==> src/rtl/fetch_pkg.sv <==
// Shared types and constants for the instruction fetch stage.
// Latency: n/a (types only).
// Backpressure: n/a.
package fetch_pkg;

  localparam int unsigned PC_STEP = 4;

  typedef enum logic [1:0] {
    RUN   = 2'd0,  // no request outstanding
    WAIT  = 2'd1,  // one request outstanding, response will be buffered
    DRAIN = 2'd2   // one request outstanding, response is wrong-path and dropped
  } fetch_state_e;

  // Buffered instruction with its PC (32-bit address form; the top builds a
  // width-matched struct with the same layout for other ADDR_WIDTH values).
  typedef struct packed {
    logic [31:0] pc;
    logic [31:0] instr;
  } fetch_entry_t;

endpackage

==> src/rtl/fetch_fifo.sv <==
// Small synchronous FIFO holding fetched {pc, instr} entries for decode.
// Latency: 1 cycle push-to-visible; read data is the head entry, combinational.
// Backpressure: push ignored when full, pop ignored when empty; flush clears next cycle.
// Ports: clk, rst (sync, active-high), flush, push_vld/push_dat, pop,
//        rd_dat (head entry), count (current occupancy).
module fetch_fifo
  import fetch_pkg::*;
#(
  parameter int unsigned DEPTH = 2,
  parameter type         T     = fetch_entry_t,
  localparam int unsigned CNT_W = $clog2(DEPTH + 1),
  localparam int unsigned PTR_W = (DEPTH > 1) ? $clog2(DEPTH) : 1
) (
  input  logic             clk,
  input  logic             rst,
  input  logic             flush,
  input  logic             push_vld,
  input  T                 push_dat,
  input  logic             pop,
  output T                 rd_dat,
  output logic [CNT_W-1:0] count
);

  T                 mem_q [DEPTH];
  logic [PTR_W-1:0] wr_ptr_q, wr_ptr_d;
  logic [PTR_W-1:0] rd_ptr_q, rd_ptr_d;
  logic [CNT_W-1:0] count_q, count_d;
  logic             do_push, do_pop;

  assign do_push = push_vld && (count_q != CNT_W'(DEPTH));
  assign do_pop  = pop && (count_q != '0);

  always_comb begin
    wr_ptr_d = wr_ptr_q;
    rd_ptr_d = rd_ptr_q;
    count_d  = count_q;
    if (flush) begin
      wr_ptr_d = '0;
      rd_ptr_d = '0;
      count_d  = '0;
    end else begin
      // DEPTH is a power of two, so pointers wrap by natural overflow.
      if (do_push) wr_ptr_d = wr_ptr_q + PTR_W'(1);
      if (do_pop)  rd_ptr_d = rd_ptr_q + PTR_W'(1);
      case ({do_push, do_pop})
        2'b10:   count_d = count_q + CNT_W'(1);
        2'b01:   count_d = count_q - CNT_W'(1);
        default: count_d = count_q;
      endcase
    end
  end

  always_ff @(posedge clk) begin
    if (rst) begin
      wr_ptr_q <= '0;
      rd_ptr_q <= '0;
      count_q  <= '0;
    end else begin
      wr_ptr_q <= wr_ptr_d;
      rd_ptr_q <= rd_ptr_d;
      count_q  <= count_d;
    end
  end

  // Storage needs no reset: count gates visibility of every entry.
  always_ff @(posedge clk) begin
    if (do_push && !flush && !rst) mem_q[wr_ptr_q] <= push_dat;
  end

  assign rd_dat = mem_q[rd_ptr_q];
  assign count  = count_q;

endmodule

==> src/rtl/fetch_unit.sv <==
// Instruction fetch: owns the PC, issues one word request at a time to imem, buffers
//   responses with their PC and presents them to decode; redirects flush wrong-path work.
// Latency: >=2 cycles per word with a 1-cycle imem; first target request the cycle after redirect.
// Backpressure: decode stalls fill the buffer; a full buffer stops issuing new requests.
// Ports: clk, rst (sync, active-high); imem_req_valid/ready/addr; imem_rsp_valid/data;
//   redirect/redirect_pc; instr_valid/ready, instr, instr_pc.
// Optional: FETCH_PERF_CNT_EN adds saturating perf_stall_cnt / perf_flush_cnt outputs.
module fetch_unit
  import fetch_pkg::*;
#(
  parameter int unsigned           ADDR_WIDTH = 32,
  parameter logic [ADDR_WIDTH-1:0] RESET_PC   = '0,
  parameter int unsigned           FIFO_DEPTH = 2
) (
  input  logic                  clk,
  input  logic                  rst,
  output logic                  imem_req_valid,
  input  logic                  imem_req_ready,
  output logic [ADDR_WIDTH-1:0] imem_req_addr,
  input  logic                  imem_rsp_valid,
  input  logic [31:0]           imem_rsp_data,
  input  logic                  redirect,
  input  logic [ADDR_WIDTH-1:0] redirect_pc,
  output logic                  instr_valid,
  input  logic                  instr_ready,
  output logic [31:0]           instr,
  output logic [ADDR_WIDTH-1:0] instr_pc
`ifdef FETCH_PERF_CNT_EN
  ,
  output logic [31:0]           perf_stall_cnt,
  output logic [31:0]           perf_flush_cnt
`endif
);

  localparam int unsigned CNT_W = $clog2(FIFO_DEPTH + 1);

  // Same layout as fetch_entry_t, sized to this instance's address width.
  typedef struct packed {
    logic [ADDR_WIDTH-1:0] pc;
    logic [31:0]           instr;
  } entry_t;

  fetch_state_e          state_q, state_d;
  logic [ADDR_WIDTH-1:0] fetch_pc_q, fetch_pc_d;
  logic [ADDR_WIDTH-1:0] req_pc_q, req_pc_d;
  logic [CNT_W-1:0]      fifo_count;
  entry_t                fifo_rd, push_ent;
  logic                  req_fire, fifo_push, fifo_pop;

  assign imem_req_valid = (state_q == RUN) && (fifo_count < CNT_W'(FIFO_DEPTH))
                          && !redirect && !rst;
  assign imem_req_addr  = fetch_pc_q;
  assign req_fire       = imem_req_valid && imem_req_ready;

  // A redirect kills any same-cycle response and overrides push/pop via flush.
  assign fifo_push = (state_q == WAIT) && imem_rsp_valid && !redirect;
  assign instr_valid = (fifo_count != '0) && !rst;
  assign fifo_pop    = instr_valid && instr_ready;
  assign push_ent    = '{pc: req_pc_q, instr: imem_rsp_data};

  always_comb begin
    state_d    = state_q;
    fetch_pc_d = fetch_pc_q;
    req_pc_d   = req_pc_q;
    if (redirect) begin
      fetch_pc_d = redirect_pc & ~ADDR_WIDTH'(3);
      // An outstanding request keeps us in DRAIN until its response shows up.
      if (state_q != RUN) state_d = imem_rsp_valid ? RUN : DRAIN;
    end else begin
      case (state_q)
        RUN: begin
          if (req_fire) begin
            req_pc_d   = fetch_pc_q;
            fetch_pc_d = fetch_pc_q + ADDR_WIDTH'(PC_STEP);
            state_d    = WAIT;
          end
        end
        WAIT, DRAIN: begin
          if (imem_rsp_valid) state_d = RUN;
        end
        default: state_d = RUN;
      endcase
    end
  end

  always_ff @(posedge clk) begin
    if (rst) begin
      state_q    <= RUN;
      fetch_pc_q <= RESET_PC;
      req_pc_q   <= '0;
    end else begin
      state_q    <= state_d;
      fetch_pc_q <= fetch_pc_d;
      req_pc_q   <= req_pc_d;
    end
  end

  fetch_fifo #(
    .DEPTH (FIFO_DEPTH),
    .T     (entry_t)
  ) u_fifo (
    .clk      (clk),
    .rst      (rst),
    .flush    (redirect),
    .push_vld (fifo_push),
    .push_dat (push_ent),
    .pop      (fifo_pop),
    .rd_dat   (fifo_rd),
    .count    (fifo_count)
  );

  assign instr    = fifo_rd.instr;
  assign instr_pc = fifo_rd.pc;

`ifdef FETCH_PERF_CNT_EN
  logic [31:0] perf_stall_cnt_q, perf_stall_cnt_d;
  logic [31:0] perf_flush_cnt_q, perf_flush_cnt_d;

  always_comb begin
    perf_stall_cnt_d = perf_stall_cnt_q;
    perf_flush_cnt_d = perf_flush_cnt_q;
    if (instr_ready && !instr_valid && (perf_stall_cnt_q != '1))
      perf_stall_cnt_d = perf_stall_cnt_q + 32'd1;
    if (redirect && (perf_flush_cnt_q != '1))
      perf_flush_cnt_d = perf_flush_cnt_q + 32'd1;
  end

  always_ff @(posedge clk) begin
    if (rst) begin
      perf_stall_cnt_q <= '0;
      perf_flush_cnt_q <= '0;
    end else begin
      perf_stall_cnt_q <= perf_stall_cnt_d;
      perf_flush_cnt_q <= perf_flush_cnt_d;
    end
  end

  assign perf_stall_cnt = perf_stall_cnt_q;
  assign perf_flush_cnt = perf_flush_cnt_q;
`endif

endmodule

==> config.mk <==
export PLATFORM = sky130hd
export DESIGN_NAME = fetch_unit
export DESIGN_NICKNAME = d
export VERILOG_FILES = /design/src/rtl/fetch_pkg.sv /design/src/rtl/fetch_fifo.sv /design/src/rtl/fetch_unit.sv
export SDC_FILE = /design/constraint.sdc
export NUM_CORES = 1
export LEC_CHECK = 0
export CAP_MARGIN = 15
export CORE_MARGIN = 2
export CORE_UTILIZATION = 40
export CTS_CLUSTER_SIZE = 16
export DETAILED_ROUTE_END_ITERATION = 7
export PLACE_DENSITY = 0.74
export SYNTH_ARGS = -nofsm -noshare
export SYNTH_HDL_FRONTEND = slang
export SYNTH_SLANG_ARGS = --single-unit
==> constraint.sdc <==
create_clock -name clk -period 8.7 [get_ports clk]
set_input_delay 1.305 -clock clk [delete_from_list [all_inputs] [get_ports clk]]
set_output_delay 1.305 -clock clk [all_outputs]
set_load 0.05 [all_outputs]
## Word-level counts from Yosys, hierarchy flattened

Memory sizes are Yosys's and may differ from the RTL's. A register that Yosys moved wholly into a read port is not among the register bits.
Index checks and enable logic that the tools add are counted.

| storage, ports and cells | value |
|---|---|
| RAM bits | 128 |
| output and inout bits | 98 |
| memories kept | 1 |
| register bits after elaboration | 70 |

| operators by class | value |
|---|---|
| muxes and demuxes | 14 |
| $lt $le $gt $ge | 1 |
| add/subtract/negate cells | 5 |
| reductions and logical operators | 26 |
| bitwise logic cells | 1 |
| eq/ne operators | 8 |

Memories:

| name | words | width | read ports | clocked after memory_dff | wr ports | RTL line | RTL |
|---|---|---|---|---|---|---|---|
| u_fifo.mem_q | 2 | 64 | 1 | 1 | 1 | fetch_fifo.sv:24 | `T mem_q [DEPTH];` |

Operator list:

| operator | count |
|---|---|
| $mux 32 | 3 |
| $add 32x3->32 const B | 1 |
| $logic_and 1x1->1 | 12 |
| $mux 2 | 5 |
| $reduce_bool 2->1 | 5 |
| $pmux 2 s2 | 2 |
| $ne 3x3->1 const B | 2 |
| $reduce_and 3->1 | 2 |
| $eq 2x1->1 const B | 2 |
| $eq 2x2->1 const B | 2 |
| $mux 1 | 4 |
| $reduce_and 2->1 | 2 |
| $reduce_or 2->1 | 2 |
| $add 1x1->1 const B | 2 |
| $add 2x1->2 const B | 1 |
| $logic_not 1->1 | 2 |
| $logic_not 2->1 | 1 |
| $lt 2x2->1 const B | 1 |
| $ne 2x1->1 const B | 1 |
| $ne 2x2->1 const B | 1 |
| $sub 2x1->2 const B | 1 |
| $not 1->1 | 1 |

## Longest topological paths before layout

| logic depth | value |
|---|---|
| depth after elaboration | 8 |
| depth in mapped cells | 9 |

## By module

From an unflattened synthesis, not the netlist that was laid out.

| unflattened totals | value |
|---|---|
| cells, all modules | 602 |
| area total of the unflattened synthesis | 7771.2 µm² |

Modules (own cells, without submodules):

| module | area an instance (µm²) | instances | cells each | sequential area each (µm²) |
|---|---|---|---|---|
| fetch_fifo | 4830.9 | 1 | 226 | 3943.8 |
| fetch_unit | 2940.3 | 1 | 376 | 1241.2 |

## Least setup slack after synthesis

Ideal clock, no wire load.

| timing path | value |
|---|---|
| kind | input -> register |
| from | input redirect |
| to | memory u_fifo.mem_q[0][0] (netlist name), enable pin |
| buffers on the path | 2 |
| setup time | 558 ps |
| slack | 1991 ps |
| cell stages on the path | 4 |
| arrival | 6151 ps |
| path through | buf_2 or2_1 clkbuf_1 nor3_1 |

| on the way | value |
|---|---|
| longest elaborated chain between the ends | 7 |

Ends and longest elaborated chain:

| element | RTL line | RTL |
|---|---|---|
| start, declared | fetch_unit.sv:22 | `input logic redirect,` |
| $logic_not 1->1 (*) | fetch_fifo.sv:67, fetch_unit.sv:56 |  |
| $logic_and 1x1->1 | fetch_unit.sv:56 | `assign fifo_push = (state_q == WAIT) && imem_rsp_valid && !redirect;` |
| $logic_and 1x1->1 | fetch_fifo.sv:30 | `assign do_push = push_vld && (count_q != CNT_W'(DEPTH));` |
| $logic_and 1x1->1 (*) (2 in series) | fetch_fifo.sv:67 | `if (do_push && !flush && !rst) mem_q[wr_ptr_q] <= push_dat;` |
| $mux 1 (*) | fetch_fifo.sv:67 |  |
| $mux 1 (implied by the code) (*) | fetch_fifo.sv:67 |  |
| end, declared | fetch_fifo.sv:24 |  |

Mark *: on every way between the ends. The rest lies on a longest branch, timed or not.

## Worst setup path in the final report

| timing path | value |
|---|---|
| from | input redirect |
| to | output imem_req_valid |

| on the way | value |
|---|---|
| longest elaborated chain between the ends | 3 |

Ends and longest elaborated chain:

| element | RTL line | RTL |
|---|---|---|
| $logic_not 1->1 | fetch_unit.sv:51 | `&& !redirect && !rst;` |
| $logic_and 1x1->1 (2 in series) | fetch_unit.sv:51 |  |
| end, declared | fetch_unit.sv:17 | `output logic imem_req_valid,` |

Every way passes these cells.

==> flow_metrics.env <==
export IMPL_clk_insertion_delay_late_ns=0.43
export IMPL_hold_depth=0
export IMPL_ios=168
export IMPL_firstDrtPassIters=5
export IMPL_min_delay_worst_endpoint="u_fifo.mem_q[0][43]"
export IMPL_n_antenna_cell=0
export IMPL_fin_ws_ns=3.958
export IMPL_overflow=0
export IMPL_synth_edff_count=124
export IMPL_max_clock_freq_mhz=210.9
export IMPL_place_congestion=0.8207
export IMPL_grt_start_max_net_pins=68
export IMPL_cts_max_path_buffers=2
export IMPL_post_layout_total_power_mw=1.958
export IMPL_run_status="complete, no violations"
export IMPL_cts_sinks=191
export IMPL_synth_distinct_cells=50
export IMPL_drt_first_iter_violations=223
export IMPL_crit_arrival_ns=3.44
export IMPL_rows=50
export IMPL_rsz0062_at_grt="false"
export IMPL_cap_viol_max_count=0
export IMPL_cts_hold_buf=0
export IMPL_dr_total_vias=5211
export IMPL_setup_tns_final_ns=0
export IMPL_nNetsFinal=822
export IMPL_area_growth_pct=31.52
export IMPL_ys_warnings_count=0
export IMPL_die_area_um2=20280
export IMPL_synthDominantAreaCellType="edfxtp_1"
export IMPL_grt_usage_pct=16.97
export IMPL_setup_violations=0
export IMPL_grt_antenna_before_repair=0
export IMPL_n_fill_cell=1617
export IMPL_detailedPlacementHpwl_mm=10.97
export IMPL_post_route_period_util_pct=54.51
export IMPL_static_leakage_power_nw=3.175
export IMPL_die_w_um=142.4
export IMPL_wl_per_cell_um=17.30
export IMPL_r2r_start="state_q[1]"
export IMPL_grt_pass1_vias=4889
export IMPL_number_of_synthesized_register_bits=191
export IMPL_timing_worst_slew_pin_value_ns=0.8981
export IMPL_timing_critical_path_from_type="input pin"
export IMPL_slew_limit_headroom_pct=40.12
export IMPL_synthCells=597
export IMPL_clock_tree_htree_level_count=4
export IMPL_holdCritPathClass="reg -> reg"
export IMPL_timing_worst_setup_path_type="in -> out"
export IMPL_crit_required_ns=7.39
export IMPL_grt_pass1_wl_mm=25.97
export IMPL_drc=0
export IMPL_timing_final_max_slew_violations=0
export IMPL_fin_crit_ns=4.742
export IMPL_fin_worst_skew_ns=0.01310
export IMPL_postRouteWirelength_mm=17.21
export IMPL_synth_commonest_cells="edfxtp_1, nand2_1, dfxtp_1"
export IMPL_cts_setup_buffers=0
export IMPL_worst_r2r_cell_count=8
export IMPL_type_of_destination_of_the_critical_path="output pin"
export IMPL_cts_tree="done"
export IMPL_fp_coreArea_um2=18770
export IMPL_die_height_um=142.4
export IMPL_synth_seq_area_share_pct=66.08
export IMPL_drive_gt1_share_pct=14.72
export IMPL_route_antenna_remaining_nets=0
export IMPL_r2r_end="imem_req_addr[2]"
export IMPL_power_ir_vdd_worst_uv=133.1
export IMPL_clk_transition_reported_paths_ns=0.07
export IMPL_synth_area_leaders="edfxtp_1, dfxtp_1, mux2_2"
export IMPL_cts_repair_resized=0
export IMPL_netlist_area_um2=7665
export IMPL_power_per_cell_area_nw_per_um2=194.3
export IMPL_regToRegSetupSlack_ns=5.70
export IMPL_async_flop_share_pct=0
export IMPL_cts_root_buf="clkbuf_16"
export IMPL_ys_dominant_reg_cell="edfxtp_1"
export IMPL_hold_viol_final=0
export IMPL_initial_core_util_pct=40.84
export IMPL_worstPathMaxFanout=28
export IMPL_synth_avg_cell_area_um2=12.84
export IMPL_place_worst_setup_slack_ns=3.979
export IMPL_post_synth_top_area_share_pct=48.58
export IMPL_worstHoldStart="req_pc_q[11]"
export IMPL_numCtsBuffers=17
export IMPL_io_buffer_count=161
export IMPL_synthMostInstantiatedCell="edfxtp_1"
export IMPL_routed_via_density=5.237
==> kinds of logic (layout without fill, tap and decap cells) <==
family	Yosys count	after routing	share of synthesized area, %
DFF	191	191	66.08
and+or+nand+nor	173	173	11.26
AOI/OAI and AO/OA	95	95	7.542
muxes	64	64	9.403
buffers and inverters	51	212	2.955
xor gates and xnor gates	18	18	2.057
adders and majority gates	4	4	0.6530
other	1	4	0.04892
==> per-layer routing <==
metal	part of all wire, %	track usage [%]
met1	44	21.47
met2	48	27.94
met3	7.3	5.013
met4	1.6	5.732
met5	0	0
==> area by class of cell <==
class	instances	area, um2	share of cell area (%)
Inverter	11	41.29	0.4096
Clock buffer	18	429.2	4.257
Tap cell	234	292.8	2.904
Multi-Input combinational cell	358	2397	23.78
Timing Repair Buffer	169	1667	16.53
Clock inverter	14	185.2	1.837
Sequential cell	191	5069	50.28
==> stage by stage <==
stage | instance area [um2] | utilization [%] | cells | hold slack, ns
floorplan | 7676 | - | 600 | 0.4254
global placement | 9467 | 50.44 | 963 | 0.4319
detailed placement | 9467 | 50.44 | 963 | 0.4384
CTS | 10080 | 53.71 | 995 | 0.4540
global route | 10080 | 53.71 | 995 | 0.4644
finish | 10080 | 53.71 | 995 | 0.4493
==> report_power, final <==
part / switching, mW / total, mW / internal [mW]
Combinational: 0.0883 / 0.151 / 0.0625
Clock: 0.332 / 0.813 / 0.482
Sequential: 0.0199 / 0.994 / 0.974
Total: 0.440 / 1.96 / 1.52
==> worst max-delay path: stages <==
cell	delay, ns
clkdlybuf4s50_1	0.40
buf_4	0.24
or2_1	0.40
nor3b_1	0.26
clkdlybuf4s50_1	0.83
==> placed cells by master, fill, tap and decap left out, drive strengths merged, types with 9 or more instances in the layout <==
cell type,instances
nand3,10
edfxtp,124
o21ai,11
clkbuf,18
buf,9
inv,15
clkdlybuf4s50,160
dfxtp,67
nor2,27
nand2,79
mux2,64
nand4,13
a21oi,41
nor4,11
xnor2,15
a31oi,12
==> state kept, by name (all words and copies together) (netlist names), named ones only <==
register         flops
req_pc_q            30
u_fifo.rd_ptr_q      1
imem_req_addr       30
u_fifo.mem_q       124
u_fifo.wr_ptr_q      1
u_fifo.count         2
state_q              2
==> worst max-delay path by stage <==
stage,from,endpoint,cells after the start,slack (ns)
after CTS,redirect,imem_req_valid,5,3.96
after global routing,redirect,imem_req_valid,5,3.87
after global placement,redirect,imem_req_valid,5,3.97
final,redirect,imem_req_valid,5,3.96
after floorplan,redirect,u_fifo.mem_q[0][0],4,1.99
after detailed placement,redirect,imem_req_valid,5,3.98
Power figures use the tool's default switching activity.
